**src/rtl/button_pkg.sv**
```systemverilog
// Shared types, channel indices and timing helper for the push-button conditioner.
package button_pkg;

  typedef enum logic [1:0] {
    ST_RELEASED = 2'd0,
    ST_PRESSED  = 2'd1,
    ST_LONG     = 2'd2
  } btn_state_t;

  localparam int BTN_START = 0;
  localparam int BTN_STOP  = 1;

  function automatic int ms_to_cycles(input int clk_hz, input int ms);
    return clk_hz / 1000 * ms;
  endfunction

endpackage

```
**src/rtl/button_conditioner_if.sv**
```systemverilog
// Raw button pins in, conditioned levels and event pulses out.
interface button_conditioner_if #(
  parameter int N_BTN = 2
);
  logic [N_BTN-1:0] btn_n;
  logic [N_BTN-1:0] pressed;
  logic [N_BTN-1:0] press_pulse;
  logic [N_BTN-1:0] release_pulse;
  logic [N_BTN-1:0] long_pulse;

  modport master (
    output btn_n,
    input  pressed, press_pulse, release_pulse, long_pulse
  );

  modport slave (
    input  btn_n,
    output pressed, press_pulse, release_pulse, long_pulse
  );
endinterface

```
**src/rtl/debounce_channel.sv**
```systemverilog
// One button channel: two-flop synchroniser, debounce counter and press/long FSM.
//   state       | meaning
//   ST_RELEASED | button up, hold counter cleared
//   ST_PRESSED  | press accepted, hold counter running
//   ST_LONG     | long-press pulse issued, waiting for release
module debounce_channel
  import button_pkg::*;
#(
  parameter int DB_CYC   = 4,
  parameter int LONG_CYC = 20
) (
  input  logic clk,
  input  logic rst,
  input  logic btn_n,
  output logic pressed,
  output logic press_pulse,
  output logic release_pulse,
  output logic long_pulse
);

  localparam int DB_W   = $clog2(DB_CYC + 1);
  localparam int HOLD_W = $clog2(LONG_CYC + 1);
  localparam logic [DB_W-1:0]   DB_LAST   = DB_W'(DB_CYC - 1);
  localparam logic [HOLD_W-1:0] HOLD_LAST = HOLD_W'(LONG_CYC - 1);

  logic              sync_q1;
  logic              sync_q2;
  logic              s;
  logic              differ;
  logic              db_done;
  logic [DB_W-1:0]   db_cnt;
  logic [HOLD_W-1:0] hold_cnt;
  btn_state_t        state;

  always_ff @(posedge clk or posedge rst) begin
    if (rst) begin
      sync_q1 <= 1'b1;
      sync_q2 <= 1'b1;
    end else begin
      sync_q1 <= btn_n;
      sync_q2 <= sync_q1;
    end
  end

  // pressed doubles as the accepted debounced level
  assign s       = ~sync_q2;
  assign differ  = s ^ pressed;
  assign db_done = differ && (db_cnt == DB_LAST);

  always_ff @(posedge clk or posedge rst) begin
    if (rst) begin
      db_cnt <= '0;
    end else if (!differ || db_done) begin
      db_cnt <= '0;
    end else begin
      db_cnt <= db_cnt + DB_W'(1);
    end
  end

  always_ff @(posedge clk or posedge rst) begin
    if (rst) begin
      state         <= ST_RELEASED;
      hold_cnt      <= '0;
      pressed       <= 1'b0;
      press_pulse   <= 1'b0;
      release_pulse <= 1'b0;
      long_pulse    <= 1'b0;
    end else begin
      press_pulse   <= 1'b0;
      release_pulse <= 1'b0;
      long_pulse    <= 1'b0;
      case (state)
        ST_RELEASED: begin
          hold_cnt <= '0;
          if (db_done) begin
            state       <= ST_PRESSED;
            pressed     <= 1'b1;
            press_pulse <= 1'b1;
          end
        end
        ST_PRESSED: begin
          // an accepted release beats a long-press threshold on the same edge
          if (db_done) begin
            state         <= ST_RELEASED;
            pressed       <= 1'b0;
            release_pulse <= 1'b1;
            hold_cnt      <= '0;
          end else if (hold_cnt == HOLD_LAST) begin
            state      <= ST_LONG;
            long_pulse <= 1'b1;
          end else begin
            hold_cnt <= hold_cnt + HOLD_W'(1);
          end
        end
        ST_LONG: begin
          if (db_done) begin
            state         <= ST_RELEASED;
            pressed       <= 1'b0;
            release_pulse <= 1'b1;
            hold_cnt      <= '0;
          end
        end
        default: begin
          state    <= ST_RELEASED;
          pressed  <= 1'b0;
          hold_cnt <= '0;
        end
      endcase
    end
  end

endmodule

```
**src/rtl/button_conditioner.sv**
```systemverilog
// Conditions the active-low board buttons into clean levels and press/release/long pulses.
module button_conditioner
  import button_pkg::*;
#(
  parameter int CLK_HZ      = 50_000_000,
  parameter int N_BTN       = 2,
  parameter int DEBOUNCE_MS = 20,
  parameter int LONG_MS     = 1000
) (
  input logic           clk,
  input logic           rst,
  button_conditioner_if.slave bus
);

  localparam int DB_CYC   = ms_to_cycles(CLK_HZ, DEBOUNCE_MS);
  localparam int LONG_CYC = ms_to_cycles(CLK_HZ, LONG_MS);

  if (DB_CYC < 1 || LONG_CYC <= DB_CYC) begin : g_bad_timing
    $error("button_conditioner: need DB_CYC >= 1 and LONG_CYC > DB_CYC");
  end

  for (genvar i = 0; i < N_BTN; i++) begin : g_chan
    debounce_channel #(
      .DB_CYC   (DB_CYC),
      .LONG_CYC (LONG_CYC)
    ) u_chan (
      .clk           (clk),
      .rst           (rst),
      .btn_n         (bus.btn_n[i]),
      .pressed       (bus.pressed[i]),
      .press_pulse   (bus.press_pulse[i]),
      .release_pulse (bus.release_pulse[i]),
      .long_pulse    (bus.long_pulse[i])
    );
  end

endmodule

```
**src/flat_wrapper.sv**
```systemverilog
// flat-port wrapper written by rule: the top's interface ports become plain ports
module button_conditioner_flat import button_pkg::*;
#(
  parameter int CLK_HZ      = 50_000_000,
  parameter int N_BTN       = 2,
  parameter int DEBOUNCE_MS = 20,
  parameter int LONG_MS     = 1000
)
  (clk, rst, bus_btn_n, bus_pressed, bus_press_pulse, bus_release_pulse, bus_long_pulse);
  button_conditioner_if #(.N_BTN(N_BTN)) bus_i ();
  input logic clk;
  input logic rst;
  input wire logic [$bits(bus_i.btn_n)-1:0] bus_btn_n;
  output wire logic [$bits(bus_i.pressed)-1:0] bus_pressed;
  output wire logic [$bits(bus_i.press_pulse)-1:0] bus_press_pulse;
  output wire logic [$bits(bus_i.release_pulse)-1:0] bus_release_pulse;
  output wire logic [$bits(bus_i.long_pulse)-1:0] bus_long_pulse;
  assign bus_i.btn_n = bus_btn_n;
  assign bus_pressed = bus_i.pressed;
  assign bus_press_pulse = bus_i.press_pulse;
  assign bus_release_pulse = bus_i.release_pulse;
  assign bus_long_pulse = bus_i.long_pulse;
  button_conditioner #(.CLK_HZ(CLK_HZ), .N_BTN(N_BTN), .DEBOUNCE_MS(DEBOUNCE_MS), .LONG_MS(LONG_MS)) u_core (.clk(clk), .rst(rst), .bus(bus_i));
endmodule
```
**config.mk**
```make
export PLATFORM = sky130hd
export DESIGN_NAME = button_conditioner_flat
export DESIGN_NICKNAME = d
export VERILOG_FILES = /design/src/rtl/button_pkg.sv /design/src/rtl/button_conditioner_if.sv /design/src/rtl/debounce_channel.sv /design/src/rtl/button_conditioner.sv /design/src/flat_wrapper.sv
export SDC_FILE = /design/constraint.sdc
export NUM_CORES = 1
export LEC_CHECK = 0
export CORE_AREA = 5 5 103 105
export CTS_CLUSTER_DIAMETER = 100
export DETAILED_ROUTE_END_ITERATION = 12
export DIE_AREA = 0 0 108 110
export HOLD_SLACK_MARGIN = 0.05
export PLACE_DENSITY = 0.82
export REMOVE_ABC_BUFFERS = 1
export SLEW_MARGIN = 20
export SYNTH_ARGS = -nofsm -noshare
export SYNTH_HDL_FRONTEND = slang
export SYNTH_HIERARCHICAL = 1
export SYNTH_SLANG_ARGS = --single-unit
```
**constraint.sdc**
```tcl
create_clock -name clk -period 5.9 [get_ports clk]
set_input_delay 1.18 -clock clk [delete_from_list [all_inputs] [get_ports clk]]
set_output_delay 1.18 -clock clk [all_outputs]
set_load 0.01 [all_outputs]
```
==> results.rst <==
.. list-table::
   :header-rows: 1

   * - Metric
     - Value
   * - WP data required
     - 6.18 ns
   * - Synthesized area
     - 0.00608 mm2
   * - Pin count of the biggest net entering global routing
     - 55
   * - Setup repair after global routing missed its margin
     - false
   * - Worst Reg-to-Reg Cells
     - 7
   * - Final number of setup-violating endpoints
     - 0
   * - Num ports
     - 12
   * - Maximum level of the CTS H-tree
     - 3
   * - Die X
     - 108 um
   * - Cell types occupying the most area after synthesis
     - sky130_fd_sc_hd__dfrtp_1 (43%), sky130_fd_sc_hd__nand2_1 (4.7%), sky130_fd_sc_hd__nor2_1 (4.7%)
   * - Final worst path period need
     - 2.95 ns
   * - Cell depth of the worst hold path
     - 0
   * - Tightest Pin Transition
     - 1.02 ns
   * - Buffers added on ports
     - 11
   * - Total power density per cell area
     - 217 mW/mm2
   * - Worst hold path class
     - reg2reg
   * - Antenna diodes
     - 0
   * - Number of gates given a new drive strength after cts
     - 0
   * - Count of nets left with antenna violations after detail routing
     - 0
   * - Number of design-rule violations left by the first detailed-router iteration
     - 564
   * - Fmax
     - 339 MHz
   * - Endpoint arrival time on the critical path
     - 3.23 ns
   * - Top cell type by total area after synthesis
     - sky130_fd_sc_hd__dfrtp_1
   * - Clock tree from TritonCTS
     - built
   * - Number of buffers created by CTS
     - 9
   * - EDFF count, synth
     - 0
   * - Post-detailed-route DRC marker count
     - 0
   * - Commonest register cell after synthesis
     - sky130_fd_sc_hd__dfrtp_1
   * - Clk_skew
     - 0.0137 ns
   * - Element type at the critical path start
     - register
   * - Cell count after placement
     - 785
   * - Number of buffers added to fix hold violations after cts
     - 0
   * - Final total negative setup slack
     - 0 ns
   * - Die Area
     - 0.0119 mm2
   * - Number of iterations in the first detailed-routing pass
     - 5
   * - Total global routing track utilization
     - 24.6%
   * - Floorplan Core Area
     - 0.00955 mm2
   * - Final worst path period share
     - 49.9%
   * - Portion of the post-synthesis area used by sequential elements
     - 44.6%
   * - Count of maximum capacitance violations
     - 0
   * - Mean Syn Cell Area
     - 9.12 um2
   * - Register share of total power
     - 52.9%
   * - Clock root buffer
     - sky130_fd_sc_hd__clkbuf_8
   * - Comb pwr share
     - 2.0%
   * - Internal Power
     - 1130 uW
   * - Fraction of synthesis flops using an asynchronous set or reset pin
     - 100%
   * - Number of buffers inserted to repair setup after CTS
     - 0
   * - Most instantiated library cell after synthesis
     - sky130_fd_sc_hd__dfrtp_1
   * - Normalized max-slew margin
     - 31.3%
   * - Detail-routed net length per standard cell
     - 17.0 um
   * - Number of synthesized register bits
     - 108
   * - Count of filler cells inserted in the layout
     - 716
   * - Area grow syn2layout
     - 7.68%
   * - GPL Wtd Cong
     - 0.919
   * - Net Sw Frac
     - 20.1%
   * - Number of antenna violations at the first check in global routing
     - 0
   * - Status
     - finished, final reports clean
   * - Clock transition at the register clock pins on the worst setup and hold paths after CTS
     - 0.10 ns
   * - DP Area
     - 0.00624 mm2
   * - Classification of the worst setup path
     - reg2reg
   * - Clk_lat worst skew
     - 0.38 ns
   * - Total non-filler cell area in the finished layout
     - 0.00654 mm2
   * - Layout cell share with drive strength beyond 1
     - 9.73%
   * - Unique masters post-synth
     - 48
   * - Effective utilization at floorplan
     - 63.6%
   * - Endpoints failing hold
     - 0
   * - Detailed-route via count
     - 5162
   * - Number of vias per cell after detailed routing
     - 6.44
   * - Endpoint class of the critical path
     - register
   * - Number of slew-limit violations in the final report
     - 0
   * - Fin nets
     - 677
   * - Power, Total
     - 1420 uW
   * - Std cell rows
     - 36
   * - Number of warnings printed during yosys synthesis
     - 6
   * - Number of instances in the synthesized netlist
     - 666
   * - Leakage power
     - 0.00247 uW
   * - TritonCTS sink count
     - 108
   * - Switching power of the nets
     - 285 uW
   * - Wire length of the first global-routing pass
     - 23700 um
   * - Worst hold-check slack
     - 0.352 ns
   * - Die boundary height
     - 110 um
   * - Vias in the first global route
     - 4956
   * - Congestion Overflow GR
     - 0
   * - Top cell type's share of synthesized area
     - 42.8%
   * - Clock network power share
     - 45.1%
   * - Sum of net half-perimeters after detailed placement
     - 8740 um
   * - Aggregate routed wire length
     - 13600 um
   * - Largest fanout of any net on the critical path
     - 22
   * - Layout Cells excl Fill
     - 801
   * - Highest ir drop seen on vdd
     - 0.142 mV
   * - Most used standard cells in the synthesized netlist
     - sky130_fd_sc_hd__dfrtp_1 (104), sky130_fd_sc_hd__nand2_1 (76), sky130_fd_sc_hd__nor2_1 (76)
   * - Worst-case clock buffer depth
     - 2
## final timing paths
| kind | start | endpoint | slack (ns) |
|---|---|---|---|
| max | u_core/g_chan[1].u_chan/state[1] | u_core/g_chan[1].u_chan/hold_cnt[25] | 2.95 |
| min | u_core/g_chan[0].u_chan/sync_q1 | u_core/g_chan[0].u_chan/sync_q2 | 0.35 |
| max reg2reg | u_core/g_chan[1].u_chan/state[1] | u_core/g_chan[1].u_chan/hold_cnt[25] | 2.95 |
| min reg2reg | u_core/g_chan[0].u_chan/sync_q1 | u_core/g_chan[0].u_chan/sync_q2 | 0.35 |
| max in group asynchronous | rst | u_core/g_chan[1].u_chan/hold_cnt[20] | 4.03 |
| min in group asynchronous | rst | u_core/g_chan[1].u_chan/db_cnt[13] | 1.34 |
## worst max-delay path, cell delays in order (launching register included)
cell and delay [ns]:
sky130_fd_sc_hd__dfrtp_1 0.41, sky130_fd_sc_hd__inv_1 0.08, sky130_fd_sc_hd__ha_1 0.69, sky130_fd_sc_hd__nand3_1 0.20, sky130_fd_sc_hd__o41ai_2 0.85, sky130_fd_sc_hd__buf_4 0.33
sky130_fd_sc_hd__o21ba_2 0.17, sky130_fd_sc_hd__o32ai_1 0.11
## registers in the layout, summed over array words and instances (netlist names)
| register | count |
|---|---|
| u_core/g_chan.u_chan/hold_cnt | 52 |
| u_core/g_chan.u_chan/sync_q1 | 2 |
| u_core/g_chan.u_chan/release_pulse | 2 |
| u_core/g_chan.u_chan/long_pulse | 2 |
| u_core/g_chan.u_chan/pressed | 2 |
| u_core/g_chan.u_chan/press_pulse | 2 |
| u_core/g_chan.u_chan/state | 4 |
| u_core/g_chan.u_chan/sync_q2 | 2 |
| u_core/g_chan.u_chan/db_cnt | 40 |
## cell type report
cell class / count / area, um2 / share of cell area, %
Clock buffer: 10 / 138 / 2.10
Timing Repair Buffer: 14 / 133 / 2.03
Inverter: 20 / 76.3 / 1.17
Sequential cell: 108 / 2710 / 41.4
Tap cell: 133 / 166 / 2.54
Clock inverter: 6 / 159 / 2.43
Multi-Input combinational cell: 510 / 3160 / 48.3
## layer usage
layer  track usage [%]  vias to the layer above  share of wire (%)
met5                 0                        -                  0
met4              9.92                        0                1.4
met2              38.2                      194                 47
li1                  -                     2414                  -
met3              3.61                       20                5.4
met1              35.1                     2534                 46
## through the flow
stage / utilization, % / setup slack, ns
after detailed placement: 65.4 / 3.05
after global routing: 68.5 / 2.74
after floorplan: - / 3.41
after CTS: 68.5 / 3.03
final: 68.5 / 2.95
after global placement: 65.4 / 3.13
## kinds of logic after synthesis
family | count (synthesis) | share of synthesized area, %
and+or+nand+nor | 342 | 30.1
AOI/OAI and AO/OA | 120 | 14.5
DFF | 108 | 44.6
buffers and inverters | 48 | 3.38
xor gates and xnor gates | 38 | 5.48
adders and majority gates | 10 | 2.06
## layout by cell type (no fill, tap or decap), drive strengths merged, types with 11 or more instances in the layout
cell type | netlist | routed
nor3 | 24 | 24
clkdlybuf4s50 | 0 | 11
xnor2 | 26 | 26
dfrtp | 104 | 104
o21ai | 20 | 20
nand2 | 78 | 78
nand3 | 44 | 44
or3 | 12 | 12
and3 | 16 | 16
o32ai | 16 | 16
nor4 | 12 | 12
nand4 | 26 | 26
a21oi | 32 | 32
xor2 | 12 | 12
inv | 20 | 19
nor2 | 76 | 76
## power by group through the flow
stage	registers, uW	logic [uW]	clock network (uW)
6_report	750	28.2	638
5_1_grt	751	33.7	674
4_1_cts	750	29.6	646
3_5_place_dp	764	29.4	0
3_3_place_gp	764	28.5	0
2_1_floorplan	763	19.8	0
Note: power is estimated with default switching activity, not from simulation.
